**src/rtl/wb_scheduler.sv**
```systemverilog
// Writeback scheduler: arbitrates the single register-file write port between
// the ALU result path and an in-order queue of variable-latency load returns.
module wb_scheduler #(
    parameter int LQ_DEPTH     = 2,
    parameter int STARVE_LIMIT = 4
) (
    input  logic                      clk,
    input  logic                      reset,
    input  logic                      alu_valid,
    input  logic [4:0]                alu_rd,
    input  logic [63:0]               alu_data,
    output logic                      alu_ready,
    input  logic                      mem_valid,
    input  logic [4:0]                mem_rd,
    input  logic [63:0]               mem_data,
    output logic                      mem_ready,
    output logic                      RegWrite,
    output logic [4:0]                WriteRegister,
    output logic [63:0]               WriteData,
    output logic [$clog2(LQ_DEPTH):0] lq_count
);

    localparam int PW = $clog2(LQ_DEPTH);
    localparam int CW = PW + 1;
    localparam int SW = $clog2(STARVE_LIMIT + 1);

    typedef enum logic {NORMAL, DRAIN} state_t;

    state_t          state_reg, state_next;
    logic [4:0]      rd_mem   [LQ_DEPTH];
    logic [63:0]     data_mem [LQ_DEPTH];
    logic [PW-1:0]   wr_ptr_reg, rd_ptr_reg;
    logic [CW-1:0]   count_reg;
    logic [SW-1:0]   starve_reg, starve_next;
    logic [LQ_DEPTH-1:0] match;
    logic            hazard, empty, full, push, pop, grant_alu;
    logic [4:0]      grant_rd;
    logic [63:0]     grant_data;

    // An entry takes part in the hazard check only while it lies between the
    // read pointer and the current occupancy.
    generate
        for (genvar gi = 0; gi < LQ_DEPTH; gi++) begin : g_match
            logic [PW-1:0] offset;
            assign offset    = PW'(gi) - rd_ptr_reg;
            assign match[gi] = ({1'b0, offset} < count_reg) && (rd_mem[gi] == alu_rd);
        end
    endgenerate

    assign hazard    = alu_valid && (alu_rd != 5'd31) && (|match);
    assign empty     = (count_reg == '0);
    assign full      = (count_reg == CW'(LQ_DEPTH));
    assign alu_ready = !reset && (state_reg == NORMAL) && !hazard;
    assign mem_ready = !reset && !full;
    assign grant_alu = alu_valid && alu_ready;
    assign pop       = !grant_alu && !empty;
    assign push      = mem_valid && mem_ready;
    assign lq_count  = count_reg;

    always_comb begin
        grant_rd   = alu_rd;
        grant_data = alu_data;
        if (!grant_alu) begin
            grant_rd   = rd_mem[rd_ptr_reg];
            grant_data = data_mem[rd_ptr_reg];
        end
    end

    always_comb begin
        starve_next = starve_reg;
        state_next  = state_reg;
        if (pop)
            starve_next = '0;
        else if (!empty && (starve_reg != SW'(STARVE_LIMIT)))
            starve_next = starve_reg + SW'(1);
        case (state_reg)
            NORMAL:  if (starve_next == SW'(STARVE_LIMIT)) state_next = DRAIN;
            DRAIN:   if (pop) state_next = NORMAL;
            default: state_next = NORMAL;
        endcase
    end

    // Queue storage carries no reset; occupancy alone decides what is valid.
    always_ff @(posedge clk) begin
        if (push) begin
            rd_mem[wr_ptr_reg]   <= mem_rd;
            data_mem[wr_ptr_reg] <= mem_data;
        end
    end

    always_ff @(posedge clk) begin
        if (reset) begin
            wr_ptr_reg    <= '0;
            rd_ptr_reg    <= '0;
            count_reg     <= '0;
            starve_reg    <= '0;
            state_reg     <= NORMAL;
            RegWrite      <= 1'b0;
            WriteRegister <= '0;
            WriteData     <= '0;
        end else begin
            if (push) wr_ptr_reg <= wr_ptr_reg + PW'(1);
            if (pop)  rd_ptr_reg <= rd_ptr_reg + PW'(1);
            count_reg  <= count_reg + CW'(push) - CW'(pop);
            starve_reg <= starve_next;
            state_reg  <= state_next;
            if (grant_alu || pop) begin
                RegWrite      <= (grant_rd != 5'd31);
                WriteRegister <= grant_rd;
                WriteData     <= grant_data;
            end else begin
                RegWrite <= 1'b0;
            end
        end
    end

endmodule
```
**config.mk**
```make
export PLATFORM = sky130hd
export DESIGN_NAME = wb_scheduler
export DESIGN_NICKNAME = d
export VERILOG_FILES = /design/src/rtl/wb_scheduler.sv
export SDC_FILE = /design/constraint.sdc
export NUM_CORES = 1
export LEC_CHECK = 0
export CAP_MARGIN = 20
export CORE_AREA = 5 5 139 141
export CTS_BUF_LIST = sky130_fd_sc_hd__clkbuf_16
export DETAILED_ROUTE_END_ITERATION = 8
export DIE_AREA = 0 0 144 146
export PLACE_DENSITY = 0.82
export SLEW_MARGIN = 20
export SYNTH_ARGS = -nofsm -noshare
export SYNTH_HDL_FRONTEND = slang
export SYNTH_SLANG_ARGS = --single-unit
export TNS_END_PERCENT = 1
```
**constraint.sdc**
```tcl
create_clock -name clk -period 4.5 [get_ports clk]
set_input_delay 0.45 -clock clk [delete_from_list [all_inputs] [get_ports clk]]
set_output_delay 0.45 -clock clk [all_outputs]
set_load 0.05 [all_outputs]
```
==> summary.md, run 1 <==
| Metric | Value |
|---|---|
| Leak | `0.003936 uW` |
| Die area | `0.02102 sq mm` |
| Pint | `4231 uW` |
| Final setup viols | `0` |
| # fillers | `1381` |
| DRT Wirelength | `20.35 mm` |
| First-pass GRT wire length | `31.57 mm` |
| Initial core utilization | `48.27%` |
| Pre-antenna DRT Iters | `5` |
| 1st-iter DRT viols | `231` |
| Post-synth EDFFs | `138` |
| WHS | `0.4968 ns` |
| Main synth FF type | `edfxtp_1` |
| Measured slew at the worst slew-check pin | `0.9799 ns` |
| Total GRT Usage | `18.58%` |
| Routed wire per std cell | `17.96 um` |
| CTS clk-pin slew, worst paths | `0.06 ns` |
| Area fraction of the dominant cell type after synthesis | `48.12%` |
| Die Ht | `146 um` |
| Clock network power share | `31.8%` |
| Main combinational cell family by area after synthesis | `compound AO/OA/AOI/OAI gates` |
| Final period util | `73.52%` |
| Sw Share | `32.12%` |
| Vias in the first global route | `6214` |
| N_diodes | `0` |
| I/O pin total | `216` |
| Critical Path RT | `4.05 ns` |
| CTS tree | `done` |
| Post-synth cell types | `44` |
| Synth Net Count | `832` |
| Remaining global-route overflow | `0` |
| Syn avg cell area | `12.54 sq um` |
| Multiplexer share of the synthesized area | `8.151%` |
| Setup TNS | `0 ns` |
| # port buffers | `215` |
| Seq pwr share | `39.9%` |
| Startpoint types | `input port` |
| Hold Crit Class | `in -> reg` |
| Setup repair after global routing missed its margin | `false` |
| Clock skew | `0.01430 ns` |
| Initial antenna violation count | `0` |
| Worst Path Max Fanout | `4` |
| Post-synthesis register bit count | `217` |
| Largest net degree at the start of global routing | `86` |
| Final Hold Fails | `0` |
| Max FFs per register | `128` |
| Vias | `6129` |
| Ys Warns | `0` |
| Xor/xnor share of the synthesized area | `1.424%` |
| Status | `complete, no violations` |
| Post-cts sizing count | `0` |
| Core Footprint | `0.01784 sq mm` |
| Post-CTS Repair Setup Buffers | `0` |
| H-tree levels | `1` |
| Synth area leaders | `edfxtp_1 (48%), dfxtp_1 (18%), mux2i_1 (8.0%)` |
| Clock root cell | `clkbuf_16` |
| Synth Area in Simple Gates | `7.962%` |
| Register area share after synthesis | `66.48%` |
| FMAX | `302.3 MHz` |
| Final ANT Viol Nets | `0` |
| Multi-input combinational cell area | `0.002624 sq mm` |
| DP Wirelength | `13.11 mm` |
| Register area | `0.005729 sq mm` |
| Hold-fix buffers at CTS | `0` |
| Insertion delay to the later sink of the worst-skew pair | `0.50 ns` |
| Slew headroom | `34.67%` |
| Synth Area in Compound Gates | `12.32%` |
| Leading area contributor after synthesis | `edfxtp_1` |
| Drt drc | `0` |
| Ys async rst share | `0%` |
| Crit path capture type | `output port` |
| Layout cells sized above 1 | `6.084%` |
| Mapped Cells | `687` |
| Peak VDD IR | `0.0003780 V` |
| FP Rows | `49` |
| Largest registers | `data_mem: 128 flops, WriteData: 64 flops, rd_mem: 10 flops` |
| Die Width | `144 um` |
| Worst path arrival time | `2.86 ns` |
| Pwr dens | `533.7 mW/mm^2` |
| Final net count | `1031` |
| Critical path class | `in -> out` |
| Max-cap viol count | `0` |
| GPL Wtd Cong | `0.7377` |
| Mapped cell area | `0.008612 sq mm` |
| P_sw | `2003 uW` |
| Area growth from synthesis to layout | `35.62%` |
| Min Tclk post-route | `3.308 ns` |
| CTS Buf Count | `24` |
| Largest Register | `data_mem` |
| Combinational Power Share | `28.3%` |
| Clock sink total | `217` |
| Slew Limit Fails | `0` |
| Post-synthesis adder-cell area fraction | `0.4359%` |
| Worst-case clock buffer depth | `3` |
| Core Util, Final | `65.47%` |
| Vias per cell | `5.410` |
## layout make-up
| type | instances | share of cell area, % |
|---|---|---|
| Multi-Input combinational cell | 416 | 22.46 |
| Tap cell | 229 | 2.453 |
| Timing Repair Buffer | 223 | 18.90 |
| Sequential cell | 217 | 49.05 |
| Clock inverter | 19 | 1.650 |
| Inverter | 4 | 0.1285 |
| Clock buffer | 25 | 5.356 |
## Yosys cell counts (all sizes together) (2+ instances only)
master,instances
dfxtp,79
or4,2
nor2b,4
mux2i,69
a21oi,78
a211o,2
clkbuf,30
edfxtp,138
inv,4
o211ai,70
xor2,10
o221ai,2
xnor2,4
nor2,7
nand2,142
buf,20
ha,3
## power by group through the flow
stage          clock network (uW)  logic [uW]  registers (uW)
6_report                     1980        1760            2490
5_1_grt                      2110        1910            2510
4_1_cts                      2020        1780            2490
3_5_place_dp                    0        1770            2530
3_3_place_gp                    0        1750            2520
2_1_floorplan                   0         858            2870
## worst max-delay path: stages
cell	delay [ns]
clkdlybuf4s50_1	0.57
and4_1	0.28
a211o_1	0.27
o22ai_1	0.13
a211oi_1	0.26
clkdlybuf4s50_1	0.89
## path summary, 6_finish.rpt
kind	start	to	slack (ns)	cells after the start
max	alu_rd[2]	alu_ready	1.19	6
max reg2reg	lq_count[0]$_SDFF_PP0_	lq_count[1]$_SDFF_PP0_	1.57	8
min reg2reg	starve_reg[1]$_SDFF_PP0_	starve_reg[1]$_SDFF_PP0_	0.53	2
min	alu_data[26]	WriteData[26]$_SDFFE_PP0P_	0.50	3
## kinds of logic (layout without fill, tap and decap cells)
family	after synthesis	after routing
buffers and inverters	54	271
and+or+nand+nor	167	167
adders and majority gates	3	3
DFF	217	217
AOI/OAI and AO/OA	162	162
muxes	70	70
xor gates and xnor gates	14	14
## routing by layer
metal	global-route usage [%]	part of all wire (%)	wire length [um]
met1	21.97	40	8069
met2	33.24	51	10420
met3	4.634	6.7	1364
met4	5.179	2.5	499
met5	0	0	0
## cells in the final DEF, fill, tap and decap left out, types with 2 or more instances in the layout
cell type          n
a211o_1            2
a21oi_1           77
buf_4              8
bufinv_16          4
clkbuf_16         25
clkdlybuf4s50_1  214
clkinv_1           5
clkinv_2           6
dfxtp_1           78
edfxtp_1         138
ha_1               3
inv_1              6
mux2i_1           69
nand2_1          142
nor2_1             6
nor2b_1            4
o211ai_1          70
xnor2_1            4
xor2_1            10
## per-stage QoR
step	total power, uW	cell area [sq um]	cells	setup slack [ns]
2_1_floorplan	3725	8615	687	0.2987
4_1_cts	6294	11680	1133	1.183
3_3_place_gp	4271	10860	1089	1.122
5_1_grt	6527	11680	1133	1.046
3_5_place_dp	4298	10860	1089	1.040
6_report	6234	11680	1133	1.192
No activity file was read; power rests on OpenSTA's default activity.
==> run 2: changes to the inputs <==
==> constraint.sdc (replaced) <==
create_clock -name clk -period 3.3 [get_ports clk]
set_input_delay 0.33 -clock clk [delete_from_list [all_inputs] [get_ports clk]]
set_output_delay 0.33 -clock clk [all_outputs]
set_load 0.05 [all_outputs]
==> summary.md, run 2 (synthesized netlist as in run 1, its figures left out) <==
| Metric | Value |
|---|---|
| Die area | `0.02102 sq mm (unchanged)` |
| Startpoint types | `flop` |
| Pwr dens | `708.2 mW/mm^2 (+33%)` |
| Remaining global-route overflow | `0 (unchanged)` |
| Max FFs per register | `128 (unchanged)` |
| Leak | `0.003926 uW (-0.25%)` |
| Final Hold Fails | `0 (unchanged)` |
| Grt met1 use | `23.36% (+1.4 points)` |
| Final setup viols | `0 (unchanged)` |
| Worst Hold Depth | `4 (+1)` |
| P_sw | `2702 uW (+35%)` |
| Setup TNS | `0 ns (unchanged)` |
| Clock root cell | `clkbuf_16` |
| Crit-path cells | `a21oi_1, or4_4, o22ai_1, a211oi_1, buf_4` |
| CTS Buf Count | `22 (-8.3%)` |
| Combinational Power Share | `30.2% (+1.9 points)` |
| Final period util | `77.57%` |
| Layout cells sized above 1 | `6.077% (-0.0067 points)` |
| Multi-input combinational cell area | `0.002624 sq mm (unchanged)` |
| WHS Endpoint | `starve_reg[1]$_SDFF_PP0_` |
| Delay-heaviest family, CP | `simple AND/OR/NAND/NOR gates` |
| Top Usage Layer GRT | `met2` |
| Crit path max-delay cell type | `or4_4` |
| Insertion delay to the later sink of the worst-skew pair | `0.49 ns (about the same)` |
| H-tree levels | `1 (unchanged)` |
| Initial antenna violation count | `1 (+1)` |
| Post-cts sizing count | `0 (unchanged)` |
| DRT Wirelength | `20.20 mm (-0.74%)` |
| CTS tree | `done` |
| Peak VDD IR | `0.0004249 V (+12%)` |
| Pint | `5532 uW (+31%)` |
| Sw Share | `32.82% (+0.70 points)` |
| FMAX | `390.6 MHz` |
| Area growth from synthesis to layout | `35.00%` |
| Slew Limit Fails | `0 (unchanged)` |
| CP Buf/Inv Count | `1 (-1)` |
| Clock network power share | `29.1% (-2.7 points)` |
| N_diodes | `0 (unchanged)` |
| Hold Crit Class | `in -> reg` |
| Total GRT Usage | `18.68% (+0.10 points)` |
| Final net count | `1034 (+0.29%)` |
| Measured slew at the worst slew-check pin | `0.9321 ns (-0.04788 ns)` |
| Critical path class | `reg -> out` |
| Vias | `6092 (-0.60%)` |
| FF-to-FF Start | `lq_count[1]$_SDFF_PP0_` |
| Largest Register | `data_mem` |
| CTS clk-pin slew, worst paths | `0.06 ns (about the same)` |
| # port buffers | `215 (unchanged)` |
| Largest stage delay, worst path | `0.59 ns (-0.30 ns)` |
| Die Width | `144 um (unchanged)` |
| Register area | `0.005729 sq mm (unchanged)` |
| Max-cap viol count | `0 (unchanged)` |
| Largest net degree at the start of global routing | `83 (-3.5%)` |
| Post-CTS Repair Setup Buffers | `0 (unchanged)` |
| Worst Path Max Fanout | `9 (+5)` |
| Slew headroom | `37.86% (+3.2 points)` |
| Pre-antenna DRT Iters | `4 (-1)` |
| Vias per cell | `5.372 (-0.69%)` |
| Status | `complete, no violations` |
| Seq pwr share | `40.7% (+0.8 points)` |
| Met2 Resource Use GR | `31.75% (-1.5 points)` |
| Vias in the first global route | `6347 (+2.1%)` |
| Worst-case clock buffer depth | `3 (unchanged)` |
| HP Start | `reset` |
| Final ANT Viol Nets | `0 (unchanged)` |
| Die Ht | `146 um (unchanged)` |
| GPL Wtd Cong | `0.7646 (+3.6%)` |
| Non-Filler Instances | `1134 (+0.088%)` |
| Initial core utilization | `48.27% (unchanged)` |
| Placed Cells | `1094 (+0.46%)` |
| Drt drc | `0 (unchanged)` |
| Core Footprint | `0.01784 sq mm (unchanged)` |
| Flop2flop setup slack | `0.80 ns (-0.77 ns)` |
| Largest registers | `data_mem: 128 flops, WriteData: 64 flops, rd_mem: 10 flops` |
| Routed wire per std cell | `17.81 um (-0.83%)` |
| Clock skew | `0.008494 ns (-0.005810 ns)` |
| Reg2Reg Depth | `6 (-2)` |
| Reg2reg end | `lq_count[1]$_SDFF_PP0_` |
| Commonest non-fill, non-tap cell in the layout | `clkdlybuf4s50_1` |
| Crit path capture type | `output port` |
| Hold-fix buffers at CTS | `0 (unchanged)` |
| FP Rows | `49 (unchanged)` |
| Grt met3 use | `4.864% (+0.23 points)` |
| DP Wirelength | `13.28 mm (+1.3%)` |
| Worst path arrival time | `2.23 ns (-0.63 ns)` |
| Critical Path RT | `2.97 ns (-1.08 ns)` |
| 1st-iter DRT viols | `302 (+31%)` |
| Worst setup path startpoint | `lq_count[1]$_SDFF_PP0_` |
| I/O pin total | `216 (unchanged)` |
| First-pass GRT wire length | `32.00 mm (+1.3%)` |
| # fillers | `1332 (-3.5%)` |
| Most frequent cells in the layout | `clkdlybuf4s50_1 (213), nand2_1 (142), edfxtp_1 (138)` |
| Clock sink total | `217 (unchanged)` |
| Min Tclk post-route | `2.560 ns` |
| Setup repair after global routing missed its margin | `false` |
==> run 2: cell count changes in the layout (fill, tap and decap cells not counted), sizes merged <==
cell and delta:
clkinv -6, clkbuf -2, clkinvlp +1, buf +6, inv +5, clkdlybuf4s50 -1
bufinv -2
==> run 2: per-layer routing <==
layer	share of wire (%)	wire, um	vias to the layer above
met5	0.035	7	-
met4	2.5	507	2
met3	8.2	1652	48
met2	49	9800	184
met1	41	8232	2921
li1	-	-	2937
==> run 2: how the worst max path moves through the flow <==
stage	end	slack, ns	cells after the start
after floorplan	data_mem[0][0]$_DFFE_PP_	-0.17	4
after global placement	lq_count[1]$_SDFF_PP0_	0.41	7
after detailed placement	lq_count[1]$_SDFF_PP0_	0.39	7
after CTS	alu_ready	0.73	5
after global routing	mem_ready	0.66	3
final	alu_ready	0.74	5
==> run 2: layout make-up <==
| cell class | instances | area share [%] |
|---|---|---|
| clock buffer | 23 | 4.950 |
| clock inverter | 17 | 1.108 |
| inverter | 4 | 0.1291 |
| multi-input combinational | 416 | 22.57 |
| sequential | 217 | 49.28 |
| tap | 229 | 2.464 |
| timing repair buffer | 228 | 19.50 |
==> run 2: worst reg2reg max path, stage by stage, from the launching register on <==
cell	delay, ns
dfxtp_1	0.55
a21oi_1	0.09
or4_4	0.59
o221a_4	0.30
buf_4	0.27
a22oi_1	0.24
mux2_2	0.35
==> run 2: power by group through the flow <==
stage | Combinational [uW] | Clock [uW] | Sequential [uW]
final | 2490 | 2400 | 3350
after global routing | 2690 | 2560 | 3380
after CTS | 2510 | 2440 | 3350
after detailed placement | 2500 | 0 | 3400
after global placement | 2470 | 0 | 3390
after floorplan | 1170 | 0 | 3910
==> run 2: per-stage QoR <==
step,total power [uW],util [%],setup WS (ns),cell area (sq um),hold slack (ns)
after floorplan,5077,-,-0.1667,8621,0.4289
after global placement,5860,61.22,0.4104,10920,0.4987
after detailed placement,5902,61.22,0.3876,10920,0.5103
after CTS,8304,65.17,0.7320,11630,0.2244
after global routing,8634,65.17,0.6571,11630,0.2551
final,8234,65.17,0.7401,11630,0.2450
==> run 3: changes to the inputs <==
--- a/config.mk
+++ b/config.mk
@@ -6,11 +6,11 @@
 export NUM_CORES = 1
 export LEC_CHECK = 0
 export CAP_MARGIN = 20
-export CORE_AREA = 5 5 139 141
+export CORE_AREA = 5 5 146 148
 export CTS_BUF_LIST = sky130_fd_sc_hd__clkbuf_16
 export DETAILED_ROUTE_END_ITERATION = 8
-export DIE_AREA = 0 0 144 146
-export PLACE_DENSITY = 0.82
+export DIE_AREA = 0 0 151 153
+export PLACE_DENSITY = 0.78
 export SLEW_MARGIN = 20
 export SYNTH_ARGS = -nofsm -noshare
 export SYNTH_HDL_FRONTEND = slang
==> constraint.sdc (replaced) <==
create_clock -name clk -period 2.2 [get_ports clk]
set_input_delay 0.22 -clock clk [delete_from_list [all_inputs] [get_ports clk]]
set_output_delay 0.22 -clock clk [all_outputs]
set_load 0.05 [all_outputs]
==> summary.md, run 3 (synthesized netlist as in run 1, its figures left out) <==
| Metric | Value |
|---|---|
| Worst setup path startpoint | `rd_mem[1][1]$_DFFE_PP_` |
| H-tree levels | `1 (unchanged)` |
| Fin worst setup slack | `-0.2578 ns (-0.9979 ns)` |
| Slew Limit Fails | `0 (unchanged)` |
| # fillers | `1609 (+21%)` |
| Worst-case clock buffer depth | `3 (unchanged)` |
| Final net count | `1054 (+1.9%)` |
| Die area | `0.02310 sq mm (+9.9%)` |
| Commonest non-fill, non-tap cell in the layout | `clkdlybuf4s50_1` |
| Measured slew at the worst slew-check pin | `0.6536 ns (-0.2785 ns)` |
| Final setup viols | `74 (+74)` |
| Core Util, Final | `60.01% (-5.2 points)` |
| Reg2reg end | `lq_count[1]$_SDFF_PP0_` |
| Largest net degree at the start of global routing | `70 (-16%)` |
| Total GRT Usage | `17.35% (-1.3 points)` |
| Flop2flop setup slack | `-0.18 ns (-0.98 ns)` |
| Final Hold Fails | `0 (unchanged)` |
| Critical Path RT | `1.98 ns (-0.99 ns)` |
| FP Rows | `52 (+6.1%)` |
| Core Footprint | `0.01991 sq mm (+12%)` |
| Pwr dens | `1047 mW/mm^2 (+48%)` |
| Placed Cells | `1152 (+5.3%)` |
| Remaining global-route overflow | `0 (unchanged)` |
| Die Width | `151 um (+4.9%)` |
| First-pass GRT wire length | `32.49 mm (+1.5%)` |
| Clock sink total | `217 (unchanged)` |
| Worst Path Max Fanout | `2 (-7)` |
| Final period util | `111.7%` |
| Startpoint types | `flop` |
| Clock skew | `0.009273 ns (+0.0007792 ns)` |
| # port buffers | `215 (unchanged)` |
| Reg2Reg Depth | `8 (+2)` |
| Crit path capture type | `output port` |
| Final ANT Viol Nets | `0 (unchanged)` |
| Worst path arrival time | `2.24 ns (about the same)` |
| Critical Path End | `alu_ready` |
| Initial core utilization | `43.26% (-5.0 points)` |
| CTS Buf Count | `23 (+4.5%)` |
| Area growth from synthesis to layout | `38.73%` |
| Min Tclk post-route | `2.458 ns` |
| Hold Crit Class | `in -> reg` |
| Setup repair after global routing missed its margin | `true` |
| Die Ht | `153 um (+4.8%)` |
| Non-Filler Instances | `1195 (+5.4%)` |
| Max FFs per register | `128 (unchanged)` |
| Critical path class | `reg -> out` |
| Vias per cell | `5.136 (-4.4%)` |
| Slew headroom | `56.43% (+19 points)` |
| Clock root cell | `clkbuf_16` |
| Largest stage delay, worst path | `0.55 ns (-0.04 ns)` |
| Peak VDD IR | `0.0007290 V (+72%)` |
| Vias in the first global route | `6255 (-1.4%)` |
| Layout cells sized above 1 | `8.541% (+2.5 points)` |
| Vias | `6137 (+0.74%)` |
| Routed wire per std cell | `17.42 um (-2.2%)` |
| Crit path max-delay cell type | `or4_4` |
| CTS clk-pin slew, worst paths | `0.06 ns (about the same)` |
| I/O pin total | `216 (unchanged)` |
| 1st-iter DRT viols | `229 (-24%)` |
| Most frequent cells in the layout | `clkdlybuf4s50_1 (212), nand2_1 (141), edfxtp_1 (138)` |
| Pre-antenna DRT Iters | `4 (unchanged)` |
| DP Wirelength | `13.80 mm (+3.9%)` |
| GPL Wtd Cong | `0.8013 (+4.8%)` |
| Crit-path cells | `xor2_1, or4_4, buf_6, o22ai_4, a211oi_4, buf_12` |
| Max-cap viol count | `0 (unchanged)` |
| Status | `finished with violations` |
| N_diodes | `0 (unchanged)` |
| Drt drc | `0 (unchanged)` |
| Largest Register | `data_mem` |
| Initial antenna violation count | `0 (-1)` |
| Largest registers | `data_mem: 128 flops, WriteData: 64 flops, rd_mem: 10 flops` |
| FMAX | `406.9 MHz` |
| FF-to-FF Start | `rd_mem[1][1]$_DFFE_PP_` |
| Leak | `0.004054 uW (+3.3%)` |
| CTS tree | `done` |
| Insertion delay to the later sink of the worst-skew pair | `0.50 ns (about the same)` |
| DRT Wirelength | `20.82 mm (+3.1%)` |
| Failing checks | `setup timing` |
-- run 3: changes by cell type in the layout (fill, tap and decap cells not counted), moves of 2 or more --
cell and change:
dfxtp_4 +2, clkinvlp_4 -2, clkinv_1 +4, buf_6 +4
dfxtp_1 -2, buf_4 +10, buf_12 +5
-- run 3: how the worst min path moves through the flow --
stage / endpoint / depth (start not counted) / slack [ns] / from
after floorplan: data_mem[0][0]$_DFFE_PP_ / 0 / 0.32 / mem_data[0]
after global placement: starve_reg[1]$_SDFF_PP0_ / 2 / 0.50 / starve_reg[1]$_SDFF_PP0_
after detailed placement: starve_reg[1]$_SDFF_PP0_ / 2 / 0.51 / starve_reg[1]$_SDFF_PP0_
after CTS: starve_reg[1]$_SDFF_PP0_ / 4 / 0.19 / reset
after global routing: WriteData[5]$_SDFFE_PP0P_ / 3 / 0.25 / alu_data[5]
final: starve_reg[1]$_SDFF_PP0_ / 4 / 0.25 / reset
-- run 3: critical path, delay by kind of cell (launching register included) --
family                    cells  cell delay [ns]
and+or+nand+nor               1             0.55
AOI/OAI and AO/OA             2             0.28
DFF                           1             0.42
xor gates and xnor gates      1             0.17
buffers and inverters         2             0.31
-- run 3: routing by layer --
metal  GRT usage (%)  up-vias  wire length [um]
met2           29.20      200             10110
met5               0        -                 0
met1           21.98     2924              8414
met4           4.793        0               485
li1                -     2976                 -
met3           4.768       37              1813
-- run 3: through the flow --
step	hold WS [ns]	setup TNS [ns]	total power [uW]	worst slack, ns	area (sq um)
global placement	0.5006	-14.30	8947	-0.3623	11180
detailed placement	0.5106	-19.23	9000	-0.4453	11180
floorplan	0.3189	-32.51	7647	-0.3396	8651
global route	0.2503	-11.55	13140	-0.3013	11950
finish	0.2468	-6.371	12510	-0.2578	11950
CTS	0.1888	-6.061	12670	-0.2297	11940
-- run 3: layout make-up --
type / instances / area (sq um) / share of cell area, %
sequential: 217 / 5737 / 48.02
multi-input combinational: 416 / 2664 / 22.30
timing repair buffer: 247 / 2492 / 20.86
clock buffer: 23 / 575.6 / 4.817
tap: 270 / 337.8 / 2.828
clock inverter: 18 / 123.9 / 1.037
inverter: 4 / 17.52 / 0.1466
-- run 3: where the power goes --
part / leakage, uW / internal [uW] / total, uW / switching [uW]
registers: 0.00192 / 4780 / 4990 / 205
logic: 0.00176 / 1510 / 3930 / 2420
clock network: 0.000370 / 2120 / 3600 / 1490
total: 0.00405 / 8400 / 12500 / 4110
-- run 3: timing repair --
action,in CTS,in global routing
gates resized for setup,8,2
buffers inserted,2,0
endpoints found under the setup margin,58,77
hold buffers,0,0
pin swaps,19,18
endpoints found under the hold margin,0,0
